<file path="config.mk">
export PLATFORM = sky130hd
export DESIGN_NAME = fnd_scan_decoder
export DESIGN_NICKNAME = d
export VERILOG_FILES = /design/src/rtl/fnd_pkg.sv /design/src/rtl/fnd_font_encoder.sv /design/src/rtl/fnd_scan_decoder.sv
export SDC_FILE = /design/constraint.sdc
export NUM_CORES = 1
export LEC_CHECK = 0
export ABC_CLOCK_PERIOD_IN_PS = 7600
export CORE_ASPECT_RATIO = 1.25
export CORE_MARGIN = 4
export CORE_UTILIZATION = 59
export DETAILED_ROUTE_END_ITERATION = 8
export GPL_TIMING_DRIVEN = 0
export PLACE_DENSITY = 0.88
export SYNTH_ARGS = -nofsm -noshare
export SYNTH_HDL_FRONTEND = slang
export SYNTH_SLANG_ARGS = --single-unit
export TNS_END_PERCENT = 30
</file>
<file path="constraint.sdc">
create_clock -name i_clk -period 7.6 [get_ports i_clk]
set_clock_uncertainty 0.15 [all_clocks]
set_input_delay 1.52 -clock i_clk [delete_from_list [all_inputs] [get_ports i_clk]]
set_output_delay 1.52 -clock i_clk [all_outputs]
set_load 0.01 [all_outputs]
</file>
<file path="src/rtl/fnd_pkg.sv">
// ----------------------------------------------------------------------------
// fnd_pkg
// Constants shared by the display-side font decoder and the receive-side scan
// decoder: the active-low 7-segment fonts, the special codes returned for dot,
// blank and unknown fonts, and the observable states of the scan decoder.
// ----------------------------------------------------------------------------
package fnd_pkg;

    // Active-low segment fonts, bit 7 = dot.
    localparam logic [7:0] FONT_0     = 8'hc0;
    localparam logic [7:0] FONT_1     = 8'hf9;
    localparam logic [7:0] FONT_2     = 8'ha4;
    localparam logic [7:0] FONT_3     = 8'hb0;
    localparam logic [7:0] FONT_4     = 8'h99;
    localparam logic [7:0] FONT_5     = 8'h92;
    localparam logic [7:0] FONT_6     = 8'h82;
    localparam logic [7:0] FONT_7     = 8'hf8;
    localparam logic [7:0] FONT_8     = 8'h80;
    localparam logic [7:0] FONT_9     = 8'h90;
    localparam logic [7:0] FONT_DOT   = 8'h7f;
    localparam logic [7:0] FONT_BLANK = 8'hff;

    // Codes for fonts that are not decimal digits.
    localparam logic [3:0] CODE_DOT   = 4'ha;
    localparam logic [3:0] CODE_BAD   = 4'he;
    localparam logic [3:0] CODE_BLANK = 4'hf;

    // Observable dwell state of the scan decoder.
    typedef enum logic [1:0] {
        SCAN_IDLE     = 2'd0,  // sampled select invalid
        SCAN_SETTLING = 2'd1,  // valid select, dwell not yet accepted
        SCAN_HELD     = 2'd2   // dwell accepted, waiting for it to end
    } scan_state_e;

endpackage

</file>
<file path="src/rtl/fnd_font_encoder.sv">
// ----------------------------------------------------------------------------
// fnd_font_encoder
// Purely combinational conversion of an active-low 7-segment font back to the
// 4-bit code that produced it.
//   i_font  [7:0]  active-low segment font, bit 7 = dot
//   o_code  [3:0]  decoded code (0-9, CODE_DOT, CODE_BLANK, or CODE_BAD)
//   o_bad          high when the font is not one of the known patterns
// ----------------------------------------------------------------------------
module fnd_font_encoder
    import fnd_pkg::*;
(
    input  logic [7:0] i_font,
    output logic [3:0] o_code,
    output logic       o_bad
);

    always_comb begin
        o_code = CODE_BAD;
        o_bad  = 1'b0;
        case (i_font)
            FONT_0:     o_code = 4'h0;
            FONT_1:     o_code = 4'h1;
            FONT_2:     o_code = 4'h2;
            FONT_3:     o_code = 4'h3;
            FONT_4:     o_code = 4'h4;
            FONT_5:     o_code = 4'h5;
            FONT_6:     o_code = 4'h6;
            FONT_7:     o_code = 4'h7;
            FONT_8:     o_code = 4'h8;
            FONT_9:     o_code = 4'h9;
            FONT_DOT:   o_code = CODE_DOT;
            FONT_BLANK: o_code = CODE_BLANK;
            default: begin
                o_code = CODE_BAD;
                o_bad  = 1'b1;
            end
        endcase
    end

endmodule

</file>
<file path="src/rtl/fnd_scan_decoder.sv">
// ----------------------------------------------------------------------------
// fnd_scan_decoder
// Monitors the multiplexed FND bus, debounces each digit dwell, decodes the
// font and reassembles a full frame once every position has been captured.
//   i_clk, i_reset          clock, synchronous active-high reset
//   i_fnd_digit [DIGITS]    active-low digit select (exactly one low = valid)
//   i_fnd_font  [8]         active-low segment font
//   o_value     [4*DIGITS]  last complete frame, position k at [4k+3:4k]
//   o_valid                 one-cycle pulse when o_value updates
//   o_err                   OR of the frame's unknown-font flags
//   o_digit_err [DIGITS]    per-position unknown-font flags of the frame
//   o_dbg_state             current dwell state (idle / settling / held)
// Handshake: o_valid is a pulse with no back-pressure; o_value, o_err and
// o_digit_err are stable from the o_valid cycle until the next o_valid.
// ----------------------------------------------------------------------------
module fnd_scan_decoder
    import fnd_pkg::*;
#(
    parameter int DIGITS        = 4,
    parameter int STABLE_CYCLES = 4
) (
    input  logic                  i_clk,
    input  logic                  i_reset,
    input  logic [DIGITS-1:0]     i_fnd_digit,
    input  logic [7:0]            i_fnd_font,
    output logic [4*DIGITS-1:0]   o_value,
    output logic                  o_valid,
    output logic                  o_err,
    output logic [DIGITS-1:0]     o_digit_err,
    output scan_state_e           o_dbg_state
);

    localparam int              CNT_W   = $clog2(STABLE_CYCLES) + 1;
    localparam logic [CNT_W-1:0] CNT_MAX = CNT_W'(STABLE_CYCLES);

    // Sample registers and dwell tracking
    logic [DIGITS-1:0]   digit_q, digit_d;
    logic [7:0]          font_q, font_d;
    logic [CNT_W-1:0]    cnt_q, cnt_d;
    logic                captured_q, captured_d;

    // Frame assembly
    logic [4*DIGITS-1:0] buf_q, buf_d;
    logic [DIGITS-1:0]   ebuf_q, ebuf_d;
    logic [DIGITS-1:0]   mask_q, mask_d;

    // Outputs
    logic [4*DIGITS-1:0] value_q, value_d;
    logic                valid_q, valid_d;
    logic                err_q, err_d;
    logic [DIGITS-1:0]   derr_q, derr_d;

    logic [3:0]          enc_code;
    logic                enc_bad;
    logic [DIGITS-1:0]   sel_onehot;
    logic                sel_valid;
    logic                same_pair;
    logic [DIGITS-1:0]   q_onehot;
    logic                q_valid;
    scan_state_e         state_w;

    // The captured font is the one on the inputs at the capturing edge; it is
    // identical to the previous sample whenever the counter has reached max.
    fnd_font_encoder u_enc (
        .i_font (i_fnd_font),
        .o_code (enc_code),
        .o_bad  (enc_bad)
    );

    always_comb begin
        digit_d    = i_fnd_digit;
        font_d     = i_fnd_font;
        cnt_d      = cnt_q;
        captured_d = captured_q;
        buf_d      = buf_q;
        ebuf_d     = ebuf_q;
        mask_d     = mask_q;
        value_d    = value_q;
        valid_d    = 1'b0;
        err_d      = err_q;
        derr_d     = derr_q;

        // Exactly one low select bit: nonzero and a power of two once inverted.
        sel_onehot = ~i_fnd_digit;
        sel_valid  = (sel_onehot != '0) &&
                     ((sel_onehot & (sel_onehot - DIGITS'(1))) == '0);
        same_pair  = (i_fnd_digit == digit_q) && (i_fnd_font == font_q);

        if (!sel_valid) begin
            cnt_d      = '0;
            captured_d = 1'b0;
        end else if (same_pair) begin
            if (cnt_q < CNT_MAX) begin
                cnt_d = cnt_q + CNT_W'(1);
            end
        end else begin
            // A new pair starts a new dwell, even if it is a glitch recovery.
            cnt_d      = CNT_W'(1);
            captured_d = 1'b0;
        end

        if (sel_valid && (cnt_d == CNT_MAX) && !captured_d) begin
            captured_d = 1'b1;
            for (int k = 0; k < DIGITS; k++) begin
                if (sel_onehot[k]) begin
                    buf_d[4*k +: 4] = enc_code;
                    ebuf_d[k]       = enc_bad;
                end
            end
            mask_d = mask_q | sel_onehot;
            if (&mask_d) begin
                value_d = buf_d;
                derr_d  = ebuf_d;
                err_d   = |ebuf_d;
                valid_d = 1'b1;
                mask_d  = '0;
            end
        end
    end

    // Debug view of the dwell state, derived from the registered sample.
    always_comb begin
        q_onehot = ~digit_q;
        q_valid  = (q_onehot != '0) &&
                   ((q_onehot & (q_onehot - DIGITS'(1))) == '0);
        if (!q_valid) begin
            state_w = SCAN_IDLE;
        end else if (captured_q) begin
            state_w = SCAN_HELD;
        end else begin
            state_w = SCAN_SETTLING;
        end
    end

    always_ff @(posedge i_clk) begin
        if (i_reset) begin
            digit_q    <= '0;
            font_q     <= '0;
            cnt_q      <= '0;
            captured_q <= 1'b0;
            buf_q      <= '0;
            ebuf_q     <= '0;
            mask_q     <= '0;
            value_q    <= '0;
            valid_q    <= 1'b0;
            err_q      <= 1'b0;
            derr_q     <= '0;
        end else begin
            digit_q    <= digit_d;
            font_q     <= font_d;
            cnt_q      <= cnt_d;
            captured_q <= captured_d;
            buf_q      <= buf_d;
            ebuf_q     <= ebuf_d;
            mask_q     <= mask_d;
            value_q    <= value_d;
            valid_q    <= valid_d;
            err_q      <= err_d;
            derr_q     <= derr_d;
        end
    end

    assign o_value     = value_q;
    assign o_valid     = valid_q;
    assign o_err       = err_q;
    assign o_digit_err = derr_q;
    assign o_dbg_state = state_w;

endmodule

</file>
==> results.toml <==
[hold_path]
hold_start = "mask_q[1]"
whs_endpoint = "mask_q[1]"
timing.hold.worst_path_depth = 2
holdCritPathClass = "reg2reg"

[flow_run]
maxCapViolCount = 0

[clock_network]
ctsResizeCount = 0
clockBufferDepth = 2
root_buffer = "clkbuf_8"
clk_latency_ps = 350
cts_sinks = 62
htree_levels = 3
cts_made_buffers = 9
clk_pin_slew_worst_paths_ps = 70
cts_tree = "built"
postCtsSetupBuffers = 0
ctsHoldBuffers = 0

[drt]
ant_nets = 0
routed_wl_microns = 7377
drc_errors = 0
drt-pass1-iter-count = 4
dr.first_iter.drc_count = 205
vias = 2638
wl_per_cell_microns = 16.47
viasPerCell = 5.888

[logic_synthesis]
syn_area_per_cell_sq_um = 8.868
ys_seq_area_share_pct = 40.81
synth_flop_cell = "dfxtp_1"
synth-edff-count = 0
synthAdderAreaFrac_pct = 0.4114
syn_nets = 358
yosysTopAreaCellShare_pct = 40.81
yosys.area_share.simple_pct = 27.56
async_reset_ff_share_pct = 0
netlist_top_cells_count = "dfxtp_1, nor2_1, mux2i_1"
synth_top_family_by_area = "simple AND/OR/NAND/NOR gates"
yosysMostFrequentCell = "dfxtp_1"
syn_inst = 343
synthXorXnorAreaFrac_pct = 4.607
synth_compound_area_share_pct = 11.97
ys_seq_elements = 62
synth_warnings = 0
synth_cell_types = 49
yosysTopAreaCell = "dfxtp_1"
synthTopCellsByArea = "dfxtp_1, mux2i_1, nor2_1"
syn_area_sq_mm = 0.003042
synth_mux_area_share_pct = 8.885

[worst_setup_path]
critPathLaunchType = "input pin"
critPathRequiredTime_ps = 7670
crit_path_end_kind = "flip-flop"
r2r_setup_slack_ps = 4910
regToRegEndpoint = "buf_q[2]"
worstSetupStartpoint = "i_fnd_font[3]"
r2r-start = "cnt_q[0]"
path_class = "in2reg"
path_max_fanout = 10
worstRegToRegCells = 6
cp.arrival_ps = 4070

[floorplanning]
start_util_pct = 62.46
num_rows = 28
coreArea_sq_mm = 0.004870
die_w_microns = 72.22
die-area_sq_mm = 0.006375
die_y_microns = 88.28
io_pins = 38

[power_and_ir_drop]
total_power_uw = 698.9
p_leak_uw = 0.001339
p_per_area_mw_per_mm2 = 193.0
ir_drop_v = 0.0001394

[timing]
final.setup.tns_ps = 0
min_period_ps = 4001
setup_ws_ps = 3599
relSlewSlack_pct = 27.13
grt_setup_unrepaired = "no"
setup-violations-final = 0
tightestPinTransition_ps = 1084
timing.final.crit_share_pct = 52.65
drv_slew = 0
fmax_mhz = 249.9
timing.final.hold_violations = 0
hold_slack_ps = 327.1

[place]
detailed_place_hpwl_microns = 5156
placed_cells = 432
port_buffers = 29
dp_slack_ps = 3271
gp_congestion = 0.9002

[global_routing]
groute.usage.overall_pct = 24.63
grt_max_degree = 12
grt_pass1_vias = 2580
overflow = 0
antenna_found_initial = 0
grt_pass1_wl_microns = 12080

[finish]
final_layout_size_suffix_gt1_share_pct = 9.278
seq_area_sq_mm = 0.001241
multi_input_area_sq_mm = 0.001625
nFillCells = 360
diodes = 0
instances_no_fill = 448
area_growth_syn_to_layout_pct = 19.05
nNetsFinal = 398

[run_status]
status = "finished clean"
area by class of cell:
cell class,instances,area share (%)
flip-flops and latches,62,34.28
clock inverters,6,2.384
multi-input cells,245,44.89
plain buffers,26,3.801
inverters,10,1.037
repair buffers,29,8.017
clock buffers,10,3.525
well taps,60,2.073
kinds of logic after synthesis:
family          Yosys count
xor+xnor                 16
buf+inv                  36
mux                      27
compound gates           48
fa+ha+maj                 1
simple gates            153
flops                    62
cell usage in the layout, fill, tap and decap left out, drive strengths merged, types with 2 or more instances in the layout:
cell,count
o41ai,4
nor3,8
o21ai,11
nand3,3
nor2b,17
nand2,11
or4,2
xnor2,2
nand4,4
inv,10
a211oi,5
clkdlybuf4s50,29
xor2,14
clkinv,3
nor3b,3
o31a,4
clkbuf,24
nand4b,4
o221ai,5
and2,4
a21oi,9
buf,12
dfxtp,62
or3,3
o211ai,2
or2,3
nor2,60
nor4,12
nand2b,4
nand3b,10
mux2i,27
bufinv,2
metrics by stage:
step | instance area, sq um | utilization (%)
floorplan | 3042 | -
global placement | 3407 | 69.96
detailed placement | 3407 | 69.96
CTS | 3621 | 74.36
global route | 3621 | 74.36
finish | 3621 | 74.36
critical path, cell delays in order:
cell             delay [ps]
clkdlybuf4s50_1         440
clkbuf_1                230
nor4_1                  630
a2bb2o_1                390
nand3b_1                150
nand4_1                 340
mux2i_1                 290
nor2_1                   60
power by group:
part / switching [uW] / internal [uW] / leakage, uW / total [uW]
Clock: 130 / 184 / 0.000106 / 314
Sequential: 2.54 / 329 / 0.000503 / 331
Combinational: 33.6 / 20.0 / 0.000730 / 53.5
Total: 167 / 532 / 0.00134 / 699
worst max path at each step:
stage,slack (ps),depth (start not counted),to
after floorplan,3990,8,o_digit_err[0]
after global placement,3280,9,o_err
after detailed placement,3270,9,o_err
after CTS,3630,9,o_err
after global routing,3470,8,buf_q[13]
final,3600,8,buf_q[13]
routing by layer:
| layer | track usage [%] | wire [microns] | vias up |
|---|---|---|---|
| met3 | 3.295 | 340 | 27 |
| met2 | 39.85 | 3616 | 76 |
| met4 | 16.92 | 301 | 0 |
| met1 | 30.34 | 3119 | 1253 |
| li1 | - | - | 1282 |
| met5 | 0 | 0 | - |
registers in the layout, indices dropped and copies added (netlist names):
| name | cells |
|---|---|
| digit_q | 4 |
| o_digit_err | 4 |
| cnt_q | 3 |
| o_value | 16 |
| buf_q | 16 |
| captured_q | 1 |
| font_q | 8 |
| o_err | 1 |
| ebuf_q | 4 |
| mask_q | 4 |
| o_valid | 1 |
No activity file was read; power rests on OpenSTA's default activity.
